File: src/rtl/key_debounce_multi.sv
// Multi-channel key debouncer: per-key synchroniser, stable-sample filter, press/release
// pulses and long-press detection with optional auto-repeat, all on the slow scan clock.
module key_debounce_multi #(
    parameter int N_KEYS        = 4,
    parameter int STABLE_CYCLES = 3,
    parameter int LONG_CYCLES   = 100,
    parameter int REPEAT_CYCLES = 0,
    parameter int ACTIVE_HIGH   = 1
) (
    input  logic              clk,
    input  logic              rst_n,
    input  logic [N_KEYS-1:0] key,
    output logic [N_KEYS-1:0] key_debounced,
    output logic [N_KEYS-1:0] key_press,
    output logic [N_KEYS-1:0] key_release,
    output logic [N_KEYS-1:0] key_long
);

    localparam int SW = $clog2(STABLE_CYCLES);
    localparam int HW = $clog2(LONG_CYCLES + 1);

    localparam logic [SW-1:0] STABLE_LAST = SW'(STABLE_CYCLES - 1);
    localparam logic [HW-1:0] LONG_LAST   = HW'(LONG_CYCLES - 1);
    localparam logic [HW-1:0] LONG_SAT    = HW'(LONG_CYCLES);
    localparam bit            REPEAT_EN   = (REPEAT_CYCLES > 0);
    // Pulses fire when the counter sits at LONG_LAST, so reloading to LONG-REPEAT
    // puts the next pulse exactly REPEAT_CYCLES later.
    localparam logic [HW-1:0] RELOAD = (REPEAT_CYCLES >= LONG_CYCLES) ? '0
                                     : HW'(LONG_CYCLES - REPEAT_CYCLES);

    logic [N_KEYS-1:0] key_norm;
    logic [N_KEYS-1:0] sync_s1;
    logic [N_KEYS-1:0] sync_s2;

    assign key_norm = (ACTIVE_HIGH != 0) ? key : ~key;

    // NOTE: sequential state uses non-blocking assignments so every flop samples
    // the pre-edge value of its neighbours; blocking here would collapse the chain.
    always_ff @(posedge clk or negedge rst_n) begin
        if (!rst_n) begin
            sync_s1 <= '0;
            sync_s2 <= '0;
        end else begin
            sync_s1 <= key_norm;
            sync_s2 <= sync_s1;
        end
    end

    for (genvar i = 0; i < N_KEYS; i++) begin : g_chan
        logic [SW-1:0] stable_cnt;
        logic [HW-1:0] hold_cnt;
        logic          deb_q;
        logic          press_q;
        logic          release_q;
        logic          long_q;
        logic          toggle;

        assign toggle = (sync_s2[i] != deb_q) && (stable_cnt == STABLE_LAST);

        always_ff @(posedge clk or negedge rst_n) begin
            if (!rst_n) begin
                stable_cnt <= '0;
                hold_cnt   <= '0;
                deb_q      <= 1'b0;
                press_q    <= 1'b0;
                release_q  <= 1'b0;
                long_q     <= 1'b0;
            end else begin
                press_q   <= toggle && !deb_q;
                release_q <= toggle && deb_q;
                long_q    <= 1'b0;

                if (sync_s2[i] == deb_q) begin
                    stable_cnt <= '0;
                end else if (toggle) begin
                    deb_q      <= ~deb_q;
                    stable_cnt <= '0;
                end else begin
                    stable_cnt <= stable_cnt + 1'b1;
                end

                // The toggle edge also covers release, so no long pulse can
                // coincide with the falling edge of the debounced level.
                if (!deb_q || toggle) begin
                    hold_cnt <= '0;
                end else if (hold_cnt == LONG_LAST) begin
                    long_q   <= 1'b1;
                    hold_cnt <= REPEAT_EN ? RELOAD : LONG_SAT;
                end else if (hold_cnt != LONG_SAT) begin
                    hold_cnt <= hold_cnt + 1'b1;
                end
            end
        end

        assign key_debounced[i] = deb_q;
        assign key_press[i]     = press_q;
        assign key_release[i]   = release_q;
        assign key_long[i]      = long_q;
    end

endmodule
File: config.mk
export PLATFORM = sky130hd
export DESIGN_NAME = key_debounce_multi
export DESIGN_NICKNAME = d
export VERILOG_FILES = /design/src/rtl/key_debounce_multi.sv
export SDC_FILE = /design/constraint.sdc
export NUM_CORES = 1
export LEC_CHECK = 0
export CAP_MARGIN = 30
export CORE_AREA = 2 2 69 71
export CTS_BUF_LIST = sky130_fd_sc_hd__clkbuf_4
export DETAILED_ROUTE_END_ITERATION = 10
export DIE_AREA = 0 0 71 73
export GPL_ROUTABILITY_DRIVEN = 0
export PLACE_DENSITY = 0.87
export SETUP_SLACK_MARGIN = 0.5
export SKIP_CTS_REPAIR_TIMING = 1
export SYNTH_ARGS = -nofsm -noshare
export SYNTH_HDL_FRONTEND = slang
export SYNTH_SLANG_ARGS = --single-unit
File: constraint.sdc
create_clock -name clk -period 2.1 [get_ports clk]
set_input_delay 0.21 -clock clk [delete_from_list [all_inputs] [get_ports clk]]
set_output_delay 0.21 -clock clk [all_outputs]
set_load 0.02 [all_outputs]
== Word level (Yosys, flattened, before mapping) ==
Index checks and enable logic that the tools add are counted.

* Output and inout port bits: 16
* Logic and storage cells: 118
* Flip-flop bits (word level): 60
* Bits of input ports: 6

* Eq/ne operators: 20
* Bitwise gates (word level): 8
* Add/sub/neg operators: 8
* Muxes and demuxes: 28
* Reduce and logical (&&, ||, !) cells: 28

{| class="wikitable"
|+ Operator list
! operator !! number
|-
| 7-bit two-way mux || 12
|-
| 7-bit by 1-bit adder with 7-bit output (second input constant) || 4
|-
| 7-bit equality test (second input constant) || 4
|-
| 7-bit inequality test (second input constant) || 4
|-
| 2-bit two-way mux || 8
|-
| 1-bit logical AND || 12
|-
| 3-bit nonzero test || 4
|-
| 2-bit by 1-bit adder with 2-bit output (second input constant) || 4
|-
| 2-bit equality test (second input constant) || 4
|-
| 1-bit two-way mux || 8
|-
| 1-bit inverter || 8
|-
| 2-bit AND reduction || 4
|-
| 1-bit equality test || 4
|-
| 1-bit logical NOT || 4
|-
| 1-bit logical OR || 4
|-
| 1-bit inequality test || 4
|}

== Logic depth before layout (Yosys ltp) ==
Gate-level depths: netlist of run 1.

* Depth in word-level cells: 4
* Gate-level depth with buffers: 5
* Gate-level depth less buffers: 5

== Worst setup path before layout of run 1 ==
Ideal clock, no wire load.

* Kind: flip-flop to flip-flop
* Start: register g_chan[3].hold_cnt[0]
* End: register g_chan[3].hold_cnt[0]
* Cell stages (with the launch flop): 5
* Data required time: 1.953 ns
* Clock period less this slack: 1.372 ns
* Setup time: 0.147 ns
* Path slack: 0.728 ns
* Buffers on the path: 0
* Arrival time: 1.226 ns
* Path through: dfrtp_1 -> ha_1 -> inv_1 -> o311ai_0 -> nor3_1

* Cells in the longest elaborated chain, start to end: 4
* Elaborated cells between the ends (all ways): 7
* Classes of those cells: 1 x add/sub; 2 x eq/ne; 3 x mux; 1 x reduce/logical

{| class="wikitable"
|+ RTL lines
! what !! line !! source
|-
| start, declared || 51 || <nowiki>logic [HW-1:0] hold_cnt;</nowiki>
|-
| start signal, assigned || 88 || <nowiki>hold_cnt <= REPEAT_EN ? RELOAD : LONG_SAT;</nowiki>
|-
| start signal, assigned || 90 || <nowiki>hold_cnt <= hold_cnt + 1'b1;</nowiki>
|-
| 7-bit by 1-bit adder with 7-bit output || 90 ||
|-
| 7-bit two-way mux || 89 || <nowiki>end else if (hold_cnt != LONG_SAT) begin</nowiki>
|-
| 7-bit two-way mux || 86 || <nowiki>end else if (hold_cnt == LONG_LAST) begin</nowiki>
|-
| 7-bit two-way mux || 84 || <nowiki>if (!deb_q || toggle) begin</nowiki>
|}

Several ways; a longest one is shown, not always the timed one. The select of a mux whose other input is x is not followed.
A chain may end at the register's enable or synchronous reset.

== Final worst setup path of run 1 ==
* Start: register g_chan[1].deb_q
* End: output port key_debounced[1]

{| class="wikitable"
|+ RTL lines
! what !! line !! source
|-
| start, declared || 52 || <nowiki>logic deb_q;</nowiki>
|-
| start signal, assigned || 76 || <nowiki>deb_q <= ~deb_q;</nowiki>
|-
| end, declared || 13 || <nowiki>output logic [N_KEYS-1:0] key_debounced,</nowiki>
|}

No word-level cell between the ends.

==> flow_summary.yaml, run 1 <==
outcome:
  status: "finished clean"
worst_setup_path:
  crit_path_end_kind: "output pin"
  critPathMaxFanout: 6
  crit_path_start_kind: "register"
  path_delay_family: "buffers and inverters"
  cp_data_arrival_time_ps: 1470
  cp_num_buf_inv: 1
  slowest_delay_ps: 620
  cpMaxStageDelayCell: "clkdlybuf4s50_1"
  path_class: "register to output pin"
  worstPathCellList: "clkdlybuf4s50_1"
  required_ps: 1890
cells_and_area:
  finalNetCount: 283
  finalInstanceArea_sq_um: 3080
  antenna_cells: 0
  fillCellCount: 321
  multi_input_area_sq_um: 1090
  area.growth.synth_to_final_pct: 10.8
  final_cells: 328
  ff_latch_area_sq_um: 1500
  drive_above_1_share_pct: 10.2
clocking:
  clk_latency_ps: 400
  h-tree-depth: 3
  cts_buffers: 9
  cts_root_buf: "clkbuf_4"
  cts_sinks: 60
  cts_tree: "yes"
  max-clock-path-buffers: 2
  clk_pin_slew_ps: 110
synthesis:
  ys_seq_area_share_pct: 54.0
  syn_nets: 269
  syn_avg_cell_area_sq_um: 10.9
  synth_common_cells: "dfrtp_1, a21oi_1, nand2_1"
  ys_top_cells_by_area: "dfrtp_1, buf_4, a21oi_1"
  syn_area_sq_um: 2780
  synthArstFlopShare_pct: 100
  synth-edff-count: 0
  yosysMostFrequentCell: "dfrtp_1"
  netlist-cell-type-count: 29
  synth_warnings: 0
  synthCells: 255
  netlist.area_leader.share_pct: 54.0
  ys.flop_type: "dfrtp_1"
  yosys_register_bits: 60
  synth_top_area_cell: "dfrtp_1"
sta:
  finalCritPeriodShare_pct: 79.9
  min_period_ps: 1680
  fin_worst_skew_ps: 20.6
  worstMarginPinSlew_ps: 519
  setup_violations: 0
  hold_viol: 0
  final_max_slew_viol_count: 0
  rsz0062_at_grt: "yes"
  clock.fmax_mhz: 596
  slew_headroom_pct: 65.3
  tns_ps: 0
power:
  power_density_nw_per_um2: 1030
  finalPower_mw: 3.17
  p_leak_nw: 1.29
  ir_drop_uv: 513
placed_design:
  io_buffers: 21
  dp_hpwl_um: 3260
  placedCellCount: 311
  placed_cell_area_sq_um: 2930
die:
  die_h_um: 73
  core_sq_um: 4540
  row_count: 25
  start_util_pct: 61.3
  io_pins: 22
  dieArea_sq_um: 5180
  fp.dieW_um: 71
routing:
  first_pass_iters: 6
  postRouteAntennaNets: 0
  vias: 1910
  first_iter_violations: 143
  drcViolationCount: 0
  drt-total-wl_um: 4700
  wl_per_cell_um: 14.3
  via_per_inst: 5.82
worst_hold_path:
  hold_path_class: "input pin to register"
global_routing:
  grt_max_degree: 41
  overflow: 0
  grt_usage_pct: 19.7
  grt_pass1_wl_um: 7880
  antenna_found_initial: 0
  grt_pass1_vias: 1791
flow_run:
  cap_violations: 0
-- kinds of logic (layout without fill, tap and decap cells) --
kind of cell	Yosys count	in the layout	synth area share (%)
xor+xnor	12	12	3.78
simple gates	100	100	22.0
buf+inv	34	53	6.93
compound gates	41	41	9.67
flops	60	60	54.0
fa+ha+maj	8	8	3.60
-- power by group --
| group | internal, mW | switching, mW | leakage, nW |
|---|---|---|---|
| Sequential | 1.35 | 0.228 | 0.799 |
| Combinational | 0.362 | 0.447 | 0.419 |
| Clock | 0.365 | 0.414 | 0.0712 |
-- state kept, by name, indices dropped and copies added, names as in the netlist --
name and count:
g_chan.stable_cnt 8, g_chan.release_q 4, sync_s2 4, g_chan.deb_q 4
sync_s1 4, g_chan.press_q 4, g_chan.long_q 4, g_chan.hold_cnt 28
-- layout make-up --
class	instances	area share, %
Multi-Input combinational cell	161	35.3
Sequential cell	60	48.7
Timing Repair Buffer	23	7.87
Inverter	14	1.70
Clock buffer	10	2.44
Clock inverter	6	1.79
Tap cell	54	2.19
-- routing by layer --
metal,wire length (um),track usage (%),up-vias
li1,-,-,921
met1,2060,24.5,933
met2,2350,31.5,47
met3,192,4.56,9
met4,98,11.9,0
met5,0,0,-
-- through the flow --
| stage | setup slack, ps | utilization, % | hold WS [ps] |
|---|---|---|---|
| global placement | 571 | 64.7 | 192 |
| CTS | 333 | 67.6 | -238 |
| finish | 423 | 68.0 | 229 |
| floorplan | 728 | - | -85.6 |
| global route | 382 | 68.0 | 240 |
| detailed placement | 526 | 64.7 | 202 |
-- path summary, 6_finish.rpt --
path	end	startpoint	depth (start not counted)	slack (ps)
max	key_debounced[1]	g_chan[1].deb_q	1	420
min	sync_s1[1]	key[1]	1	230
max reg2reg	g_chan[2].hold_cnt[3]	g_chan[2].hold_cnt[3]	3	590
min reg2reg	sync_s2[0]	sync_s1[0]	0	350
max in group asynchronous	sync_s1[0]	rst_n	3	1210
min in group asynchronous	sync_s2[1]	rst_n	2	290
-- placed cells by master, fill, tap and decap left out, types with 3 or more instances in the layout --
cell,synthesis,layout
dfrtp_1,60,59
a21oi_1,20,20
nand2_1,18,18
nand3_1,17,17
clkdlybuf4s50_1,0,17
inv_1,14,14
nor3_1,14,14
o21ai_0,12,12
nor2_1,10,10
or3_1,10,10
clkbuf_4,0,10
ha_1,8,8
nor3b_1,7,7
xnor2_1,6,6
xor2_1,6,6
nor4bb_1,5,5
or3b_2,4,4
nor4_1,4,4
nand2b_1,4,4
dlymetal6s2s_1,0,3
No activity file was read; power rests on OpenSTA's default activity.
==> run 2, diff against run 1 <==
--- a/config.mk
+++ b/config.mk
@@ -6,12 +6,12 @@
 export NUM_CORES = 1
 export LEC_CHECK = 0
 export CAP_MARGIN = 30
-export CORE_AREA = 2 2 69 71
+export CORE_AREA = 2 2 75 77
 export CTS_BUF_LIST = sky130_fd_sc_hd__clkbuf_4
 export DETAILED_ROUTE_END_ITERATION = 10
-export DIE_AREA = 0 0 71 73
+export DIE_AREA = 0 0 77 79
 export GPL_ROUTABILITY_DRIVEN = 0
-export PLACE_DENSITY = 0.87
+export PLACE_DENSITY = 0.78
 export SETUP_SLACK_MARGIN = 0.5
 export SKIP_CTS_REPAIR_TIMING = 1
 export SYNTH_ARGS = -nofsm -noshare
==> constraint.sdc (replaced) <==
create_clock -name clk -period 1.5 [get_ports clk]
set_input_delay 0.15 -clock clk [delete_from_list [all_inputs] [get_ports clk]]
set_output_delay 0.15 -clock clk [all_outputs]
set_load 0.02 [all_outputs]
==> flow_summary.yaml, run 2 (synthesized netlist as in run 1, its figures left out) <==
outcome:
  status: "finished clean"
sta:
  fin_ws_ps: 61.8
  fin_worst_skew_ps: 10.5
  min_period_ps: 1440
  setup_violations: 0
  worstMarginPinSlew_ps: 357
  rsz0062_at_grt: "yes"
  tns_ps: 0
  clock.fmax_mhz: 695
  final_max_slew_viol_count: 0
  slew_headroom_pct: 75.9
  hold_viol: 0
  finalCritPeriodShare_pct: 95.9
  hold_ws_ps: 176
worst_setup_path:
  crit_path_start_kind: "register"
  path_class: "register to register"
  crit_path_end_kind: "register"
  rr_endpoint: "g_chan[2].hold_cnt[0]"
  cp_data_arrival_time_ps: 1720
  required_ps: 1780
  rrSetupSlack_ps: 60
  critPathMaxFanout: 4
  worst-r2r-cell-count: 3
  timing.rr.start: "g_chan[2].hold_cnt[3]"
global_routing:
  grt_max_degree: 61
  grt_pass1_wl_um: 8240
  grt_usage_pct: 17.5
  overflow: 0
  antenna_found_initial: 0
  grt_pass1_vias: 1827
clocking:
  max-clock-path-buffers: 2
  cts_root_buf: "clkbuf_4"
  clk_pin_slew_ps: 100
  clk_latency_ps: 400
  cts_tree: "yes"
  h-tree-depth: 3
  cts_sinks: 60
  cts_buffers: 9
routing:
  drcViolationCount: 0
  first_iter_violations: 146
  first_pass_iters: 4
  postRouteAntennaNets: 0
  vias: 2132
  via_per_inst: 5.47
  drt-total-wl_um: 6210
  wl_per_cell_um: 15.9
worst_hold_path:
  min-delay-start: "key[1]"
  min_to: "sync_s1[1]"
  hold_path_class: "input pin to register"
  worstHoldPathCells: 1
power:
  ir_drop_uv: 717
  finalPower_mw: 5.75
  power_density_nw_per_um2: 1420
  p_leak_nw: 1.61
cells_and_area:
  final_common_cell: "dfrtp_1"
  finalNetCount: 328
  largestRegisters: "g_chan.hold_cnt: 28 flops, g_chan.stable_cnt: 8 flops"
  fillCellCount: 328
  drive_above_1_share_pct: 54.4
  regMostFlops: "g_chan.hold_cnt"
  largest_reg_flops: 28
  final_cell_mix: "dfrtp_1, buf_4, buf_6, a21oi_2, dfrtp_2"
  area.growth.synth_to_final_pct: 45.7
  antenna_cells: 0
die:
  io_pins: 22
  start_util_pct: 52.1
  core_sq_um: 5340
  die_h_um: 79
  dieArea_sq_um: 6080
  fp.dieW_um: 77
  row_count: 27
flow_run:
  cap_violations: 0
placed_design:
  io_buffers: 21
  pre_cts_ws_ps: 71.4
  dp_hpwl_um: 3200
run 2: changes by cell type in the layout (fill, tap and decap cells not counted), moves of 7 or more:
cell / previous run / this run
nand2_1: 18 / 9
inv_1: 14 / 7
a21oi_2: 0 / 14
clkdlybuf4s50_1: 17 / 4
dfrtp_2: 1 / 12
dfrtp_1: 59 / 48
inv_2: 0 / 7
buf_4: 0 / 33
ha_1: 8 / 0
buf_6: 0 / 25
a21oi_1: 20 / 6
run 2: cell type report:
class	instances	area, sq um	share of cell area [%]
clock buffers	11	82.6	2.04
well taps	72	90.1	2.22
clock inverters	4	41.3	1.02
repair buffers	68	627	15.5
multi-input cells	161	1640	40.5
inverters	14	52.6	1.30
flip-flops and latches	60	1520	37.4
run 2: worst max-delay path by stage:
stage	startpoint	endpoint	slack [ps]	depth (start not counted)
global route	g_chan[2].hold_cnt[4]	g_chan[2].hold_cnt[0]	-20	3
detailed placement	g_chan[2].hold_cnt[0]	g_chan[2].hold_cnt[6]	70	4
finish	g_chan[2].hold_cnt[3]	g_chan[2].hold_cnt[0]	60	3
floorplan	g_chan[2].hold_cnt[4]	g_chan[2].hold_cnt[3]	210	3
global placement	g_chan[2].hold_cnt[4]	g_chan[2].hold_cnt[4]	160	3
CTS	g_chan[3].deb_q	key_debounced[3]	-170	1
run 2: metal layers:
layer  wire length (um)  vias to the layer above  global-route usage [%]
li1                   -                     1008                       -
met1               2620                     1065                    22.9
met2               3250                       46                    26.5
met3                234                       13                    5.68
met4                110                        0                    8.21
met5                  0                        -                       0
run 2: report_power, final:
part           internal [mW]  total [mW]  switching [mW]
sequential              1.91        2.27           0.366
combinational           1.21        2.39            1.18
clock                  0.522        1.08           0.556
run 2: metrics by stage:
stage               instances  util [%]  instance area [sq um]
global route              390      75.9                   4050
global placement          335      59.8                   3190
floorplan                 255         -                   3000
finish                    390      75.9                   4050
CTS                       350      62.1                   3320
detailed placement        335      59.8                   3190
run 2: worst max-delay path, stage by stage (launching register included):
cell and delay [ps]:
dfrtp_2 430, or3b_4 430, o311ai_4 380, nor3_1 80
==> run 3, diff against run 2 <==
--- a/config.mk
+++ b/config.mk
@@ -5,7 +5,6 @@
 export SDC_FILE = /design/constraint.sdc
 export NUM_CORES = 1
 export LEC_CHECK = 0
-export CAP_MARGIN = 30
 export CORE_AREA = 2 2 75 77
 export CTS_BUF_LIST = sky130_fd_sc_hd__clkbuf_4
 export DETAILED_ROUTE_END_ITERATION = 10
==> constraint.sdc (replaced) <==
create_clock -name clk -period 1.3 [get_ports clk]
set_input_delay 0.13 -clock clk [delete_from_list [all_inputs] [get_ports clk]]
set_output_delay 0.13 -clock clk [all_outputs]
set_load 0.02 [all_outputs]
==> flow_summary.yaml, run 3 (synthesized netlist as in run 1, its figures left out) <==
flow_run:
  cap_violations: 0
cells_and_area:
  largestRegisters: "g_chan.hold_cnt: 28 flops, g_chan.stable_cnt: 8 flops"
  antenna_cells: 0
  finalInstanceArea_sq_um: 4170
  regMostFlops: "g_chan.hold_cnt"
  area.growth.synth_to_final_pct: 49.8
  final_common_cell: "dfrtp_1"
  finalNetCount: 330
  final_cell_mix: "dfrtp_1, buf_4, buf_6, dfrtp_2, a21oi_2"
  drive_above_1_share_pct: 58.0
  largest_reg_flops: 28
routing:
  vias: 2094
  postRouteAntennaNets: 0
  first_pass_iters: 4
  first_iter_violations: 66
  routed.top_layer: "met4"
  wl_per_cell_um: 15.3
  drcViolationCount: 0
  dr_wl_met2_um: 3150
  wl_met1_um: 2550
  drt-total-wl_um: 5990
  via_per_inst: 5.36
  wl_met3_um: 119
worst_setup_path:
  cp_num_buf_inv: 0
  crit_path_end_kind: "register"
  critPathMaxFanout: 4
  cp_data_arrival_time_ps: 1650
  crit_path_start_kind: "register"
  cpMaxStageDelayCell: "dfrtp_1"
  path_class: "register to register"
  worst-r2r-cell-count: 3
  rrSetupSlack_ps: -60
  path_delay_family: "simple AND/OR/NAND/NOR gates"
  slowest_delay_ps: 420
  required_ps: 1580
  cp.depth: 3
  worstPathCellList: "or3b_4 -> o311ai_4 -> nor2_1"
global_routing:
  grt_usage_pct: 18.5
  grt_pass1_wl_um: 8600
  antenna_found_initial: 0
  overflow: 0
  grt_max_degree: 61
  grt_pass1_vias: 1905
sta:
  fin_ws_ps: -62.8
  final_max_slew_viol_count: 0
  setup_violations: 9
  rsz0062_at_grt: "yes"
  fin_worst_skew_ps: 16.4
  tns_ps: -265
  hold_viol: 0
  slew_headroom_pct: 78.0
  worstMarginPinSlew_ps: 329
  min_period_ps: 1360
  clock.fmax_mhz: 734
  hold_ws_ps: 162
  finalCritPeriodShare_pct: 105
power:
  power_density_nw_per_um2: 1670
  ir_drop_uv: 1100
  p_leak_nw: 1.64
outcome:
  status: "complete, but fails checks"
  violations: "negative setup slack"
die:
  io_pins: 22
  dieArea_sq_um: 6080
  start_util_pct: 52.1
  die_h_um: 79
  fp.dieW_um: 77
  row_count: 27
  core_sq_um: 5340
placed_design:
  io_buffers: 21
  dp_hpwl_um: 3500
  pre_cts_ws_ps: -39.6
  placed_cell_area_sq_um: 3350
clocking:
  cts_tree: "yes"
  clk_pin_slew_ps: 110
  h-tree-depth: 3
  max-clock-path-buffers: 2
  cts_buffers: 9
  clk_latency_ps: 410
  cts_sinks: 60
  cts_root_buf: "clkbuf_4"
worst_hold_path:
  hold_path_class: "input pin to register"
  worstHoldPathCells: 1
==> run 3: area by class of cell <==
class / instances / area, sq um
clock buffer: 10 / 75.1
clock inverter: 4 / 43.8
fill: 336 / 1170
inverter: 14 / 52.6
multi-input combinational: 161 / 1700
sequential: 60 / 1520
tap: 72 / 90.1
timing repair buffer: 70 / 681
==> run 3: worst paths after layout <==
path | start | end
max | g_chan[2].hold_cnt[3] | g_chan[2].hold_cnt[4]
min | key[2] | sync_s1[2]
max reg2reg | g_chan[2].hold_cnt[3] | g_chan[2].hold_cnt[4]
min reg2reg | sync_s1[1] | sync_s2[1]
max in group asynchronous | rst_n | g_chan[0].hold_cnt[0]
min in group asynchronous | rst_n | g_chan[3].hold_cnt[1]
==> run 3: worst reg2reg max path, stage by stage (launching register included) <==
cell and delay (ps):
dfrtp_1 420, or3b_4 420, o311ai_4 310, nor2_1 90
==> run 3: through the flow <==
step / util [%] / power [mW] / cells
floorplan: - / 3.88 / 255
global placement: 62.7 / 4.39 / 353
detailed placement: 62.7 / 4.47 / 353
CTS: 64.9 / 5.70 / 367
global route: 78.0 / 7.34 / 391
finish: 78.0 / 6.96 / 391
==> run 3: layer usage <==
metal / up-vias / GRT usage, %
met4: 0 / 10.4
li1: 1018 / -
met3: 15 / 5.11
met1: 1035 / 22.8
met5: - / 0
met2: 26 / 29.8
==> run 3: where the power goes <==
group          leakage, nW  internal, mW  switching, mW
combinational        0.790          1.63           1.47
sequential           0.779          2.21          0.426
clock               0.0695         0.575          0.647
==> edit (config.mk and constraints of run 3) <==
Add an input register stage for `key`, without a reset; this delays it by one clock.
--- a/src/rtl/key_debounce_multi.sv
+++ b/src/rtl/key_debounce_multi.sv
@@ -28,11 +28,17 @@
     localparam logic [HW-1:0] RELOAD = (REPEAT_CYCLES >= LONG_CYCLES) ? '0
                                      : HW'(LONG_CYCLES - REPEAT_CYCLES);
 
+    logic [N_KEYS-1:0] key_q;
+
+    always_ff @(posedge clk) begin
+        key_q <= key;
+    end
+
     logic [N_KEYS-1:0] key_norm;
     logic [N_KEYS-1:0] sync_s1;
     logic [N_KEYS-1:0] sync_s2;
 
-    assign key_norm = (ACTIVE_HIGH != 0) ? key : ~key;
+    assign key_norm = (ACTIVE_HIGH != 0) ? key_q : ~key_q;
 
     // NOTE: sequential state uses non-blocking assignments so every flop samples
     // the pre-edge value of its neighbours; blocking here would collapse the chain.
Formal check against the unedited RTL: not equivalent (a bounded check fails within 10 cycles, from zero or initial values and one cycle with rst_n low).
==> edit against run 3 <==
  * The run still ends with negative setup slack left
  * Synthesized area rose by 2.3%
  * Critical path depth is 2 higher
  * Non-clock buffer count grew 5
  * Clock skew up 0.0046 ns
  * Sequential cell count rose by 4
  * Final area rose by 2.9%
  * Global-route usage hardly changed
  * Via count increased by 9.0%
  * Power increased by 4.4%
  * Wire length increased by 26%
  * Synthesized cell count is 0.78% higher
  * Setup slack got worse by 0.083 ns
  * Largest power group unchanged
  * Highest routed layer unchanged
==> edit: results (changes against run 3) <==
stage,metric,value,unit,change
critical_path,critPathArrivalTime,1.78,ns,+0.13 ns
synthesis,post_synth_arst_share,0.9375,,-0.06250
cells_and_area,reg.largest.list,"g_chan.hold_cnt (28), g_chan.stable_cnt (8)",,
routing,detail_route.first_pass.iterations,4,,unchanged
synthesis,ys_seq_area_frac,0.5556,,+0.01579
timing,final.setup_skew,0.02107,ns,+0.004640 ns
clock_tree,cts_max_path_buffers,2,,unchanged
hold_path,tightest_hold_check_type,input port to register,,
cells_and_area,nets,337,,+2.1%
clock_tree,worst_skew_pair_later_pin_latency,0.43,ns,+0.02 ns
global_routing,global_route_wire_length_before_repair,8.638,mm,+0.40%
critical_path,rr_worst_depth,5,,+2
synthesis,synth_cell_types,32,,+10%
cells_and_area,antennaDiodeCount,0,,unchanged
clock_tree,htree_levels,3,,unchanged
timing,finalWorstSetupSlack,-0.1462,ns,-0.08344 ns
synthesis,netlist_top_cells_count,"sky130_fd_sc_hd__dfrtp_1, sky130_fd_sc_hd__a21oi_1, sky130_fd_sc_hd__nand3_1, sky130_fd_sc_hd__buf_4, sky130_fd_sc_hd__nand2_1",,
cells_and_area,stdcell_count,400,,+2.3%
critical_path,highest_cell_delay_on_the_worst_timing_path,0.42,ns,about the same
global_routing,grt_start_max_net_pins,61,,unchanged
placement,pre_cts_ws,-0.06405,ns,-0.02442 ns
clock_tree,cts_inserted_buffers,9,,unchanged
clock_tree,worst_path_clk_slew,0.12,ns,
timing,whs,0.1396,ns,-0.02231 ns
global_routing,initial_antenna_violation_count,0,,unchanged
clock_tree,cts_root_buffer,sky130_fd_sc_hd__clkbuf_4,,
timing,max_slew_margin,0.7455,,-0.03452
timing,totalNegativeSetupSlack,-0.6788,ns,-0.4141 ns
outcome,outcome,"finished, violations left",,
power,p_leak,1.719,nW,+4.9%
cells_and_area,drive_above_1_share,0.6067,,+0.02677
routing,detail_route.wirelength,7.541,mm,+26%
routing,detailedRoute.firstIterationViolations,109,,+65%
routing,num_vias,2282,,+9.0%
hold_path,cell_depth_of_the_worst_min_delay_path,1,,unchanged
global_routing,number_of_global_route_vias_before_repair,1909,,+0.21%
placement,dp.final_hpwl,3.645,mm,+4.1%
placement,portBuffers,21,,unchanged
power,worst_supply_voltage_drop_on_vdd,0.9891,mV,-10%
placement,numPlacedInstances,353,,unchanged
synthesis,synthTopCellsByArea,"sky130_fd_sc_hd__dfrtp_1, sky130_fd_sc_hd__buf_4, sky130_fd_sc_hd__a21oi_1",,
synthesis,ys.warnings.count,0,,unchanged
placement,detailed_place.area,0.003379,mm2,+0.97%
synthesis,postSynthCellCount,257,,+0.78%
critical_path,critical-path-slowest-cell,sky130_fd_sc_hd__dfrtp_1,,
critical_path,critical_path.max_fanout,4,,unchanged
global_routing,track_usage,0.1850,,-0.0004436
cells_and_area,final.fill_count,281,,-16%
outcome,failing_checks,negative setup slack,,
synthesis,syn_nets,271,,+0.74%
critical_path,crit_family,simple AND/OR/NAND/NOR gates,,
timing,final-setup-viol-count,13,,+4
-- edit: area by class of cell --
| class | instances | area, um2 | share of cell area |
|---|---|---|---|
| Inverter | 14 | 52.55 | 0.01226 |
| Clock inverter | 7 | 48.80 | 0.01139 |
| Tap cell | 72 | 90.09 | 0.02102 |
| Sequential cell | 64 | 1603 | 0.3740 |
| Multi-Input combinational cell | 159 | 1692 | 0.3947 |
| Clock buffer | 9 | 67.56 | 0.01577 |
| Timing Repair Buffer | 75 | 732.0 | 0.1708 |
-- edit: cell families (layout without fill, tap and decap cells) --
logic type	count (synthesis)	after routing	synth area share
compound gates	42	42	0.09714
buf+inv	34	105	0.06769
simple gates	96	96	0.2044
xor+xnor	13	13	0.04000
fa+ha+maj	8	8	0.03517
flops	64	64	0.5556
-- edit: final timing paths --
path / from / end
min in group asynchronous: rst_n / g_chan[3].press_q
min reg2reg: key_norm[1] / sync_s1[1]
max in group asynchronous: rst_n / g_chan[1].hold_cnt[1]
min: key[0] / key_norm[0]
max: g_chan[2].hold_cnt[4] / g_chan[2].hold_cnt[0]
max reg2reg: g_chan[2].hold_cnt[4] / g_chan[2].hold_cnt[0]
-- edit: per-layer routing --
layer  share of wire  vias to the layer above  wire length (um)  track usage
met5               0                        -                 0            0
met4           0.047                        0               354       0.1179
met3           0.038                       32               287      0.03068
met2            0.53                       78              3997       0.3061
met1            0.38                     1131              2901       0.2277
li1                -                     1041                 -            -
-- edit: power breakdown --
part	internal, mW	switching, mW	leakage (nW)
clock network	0.387	0.798	0.0556
logic	1.74	1.56	0.854
registers	2.33	0.450	0.809
total	4.46	2.81	1.72
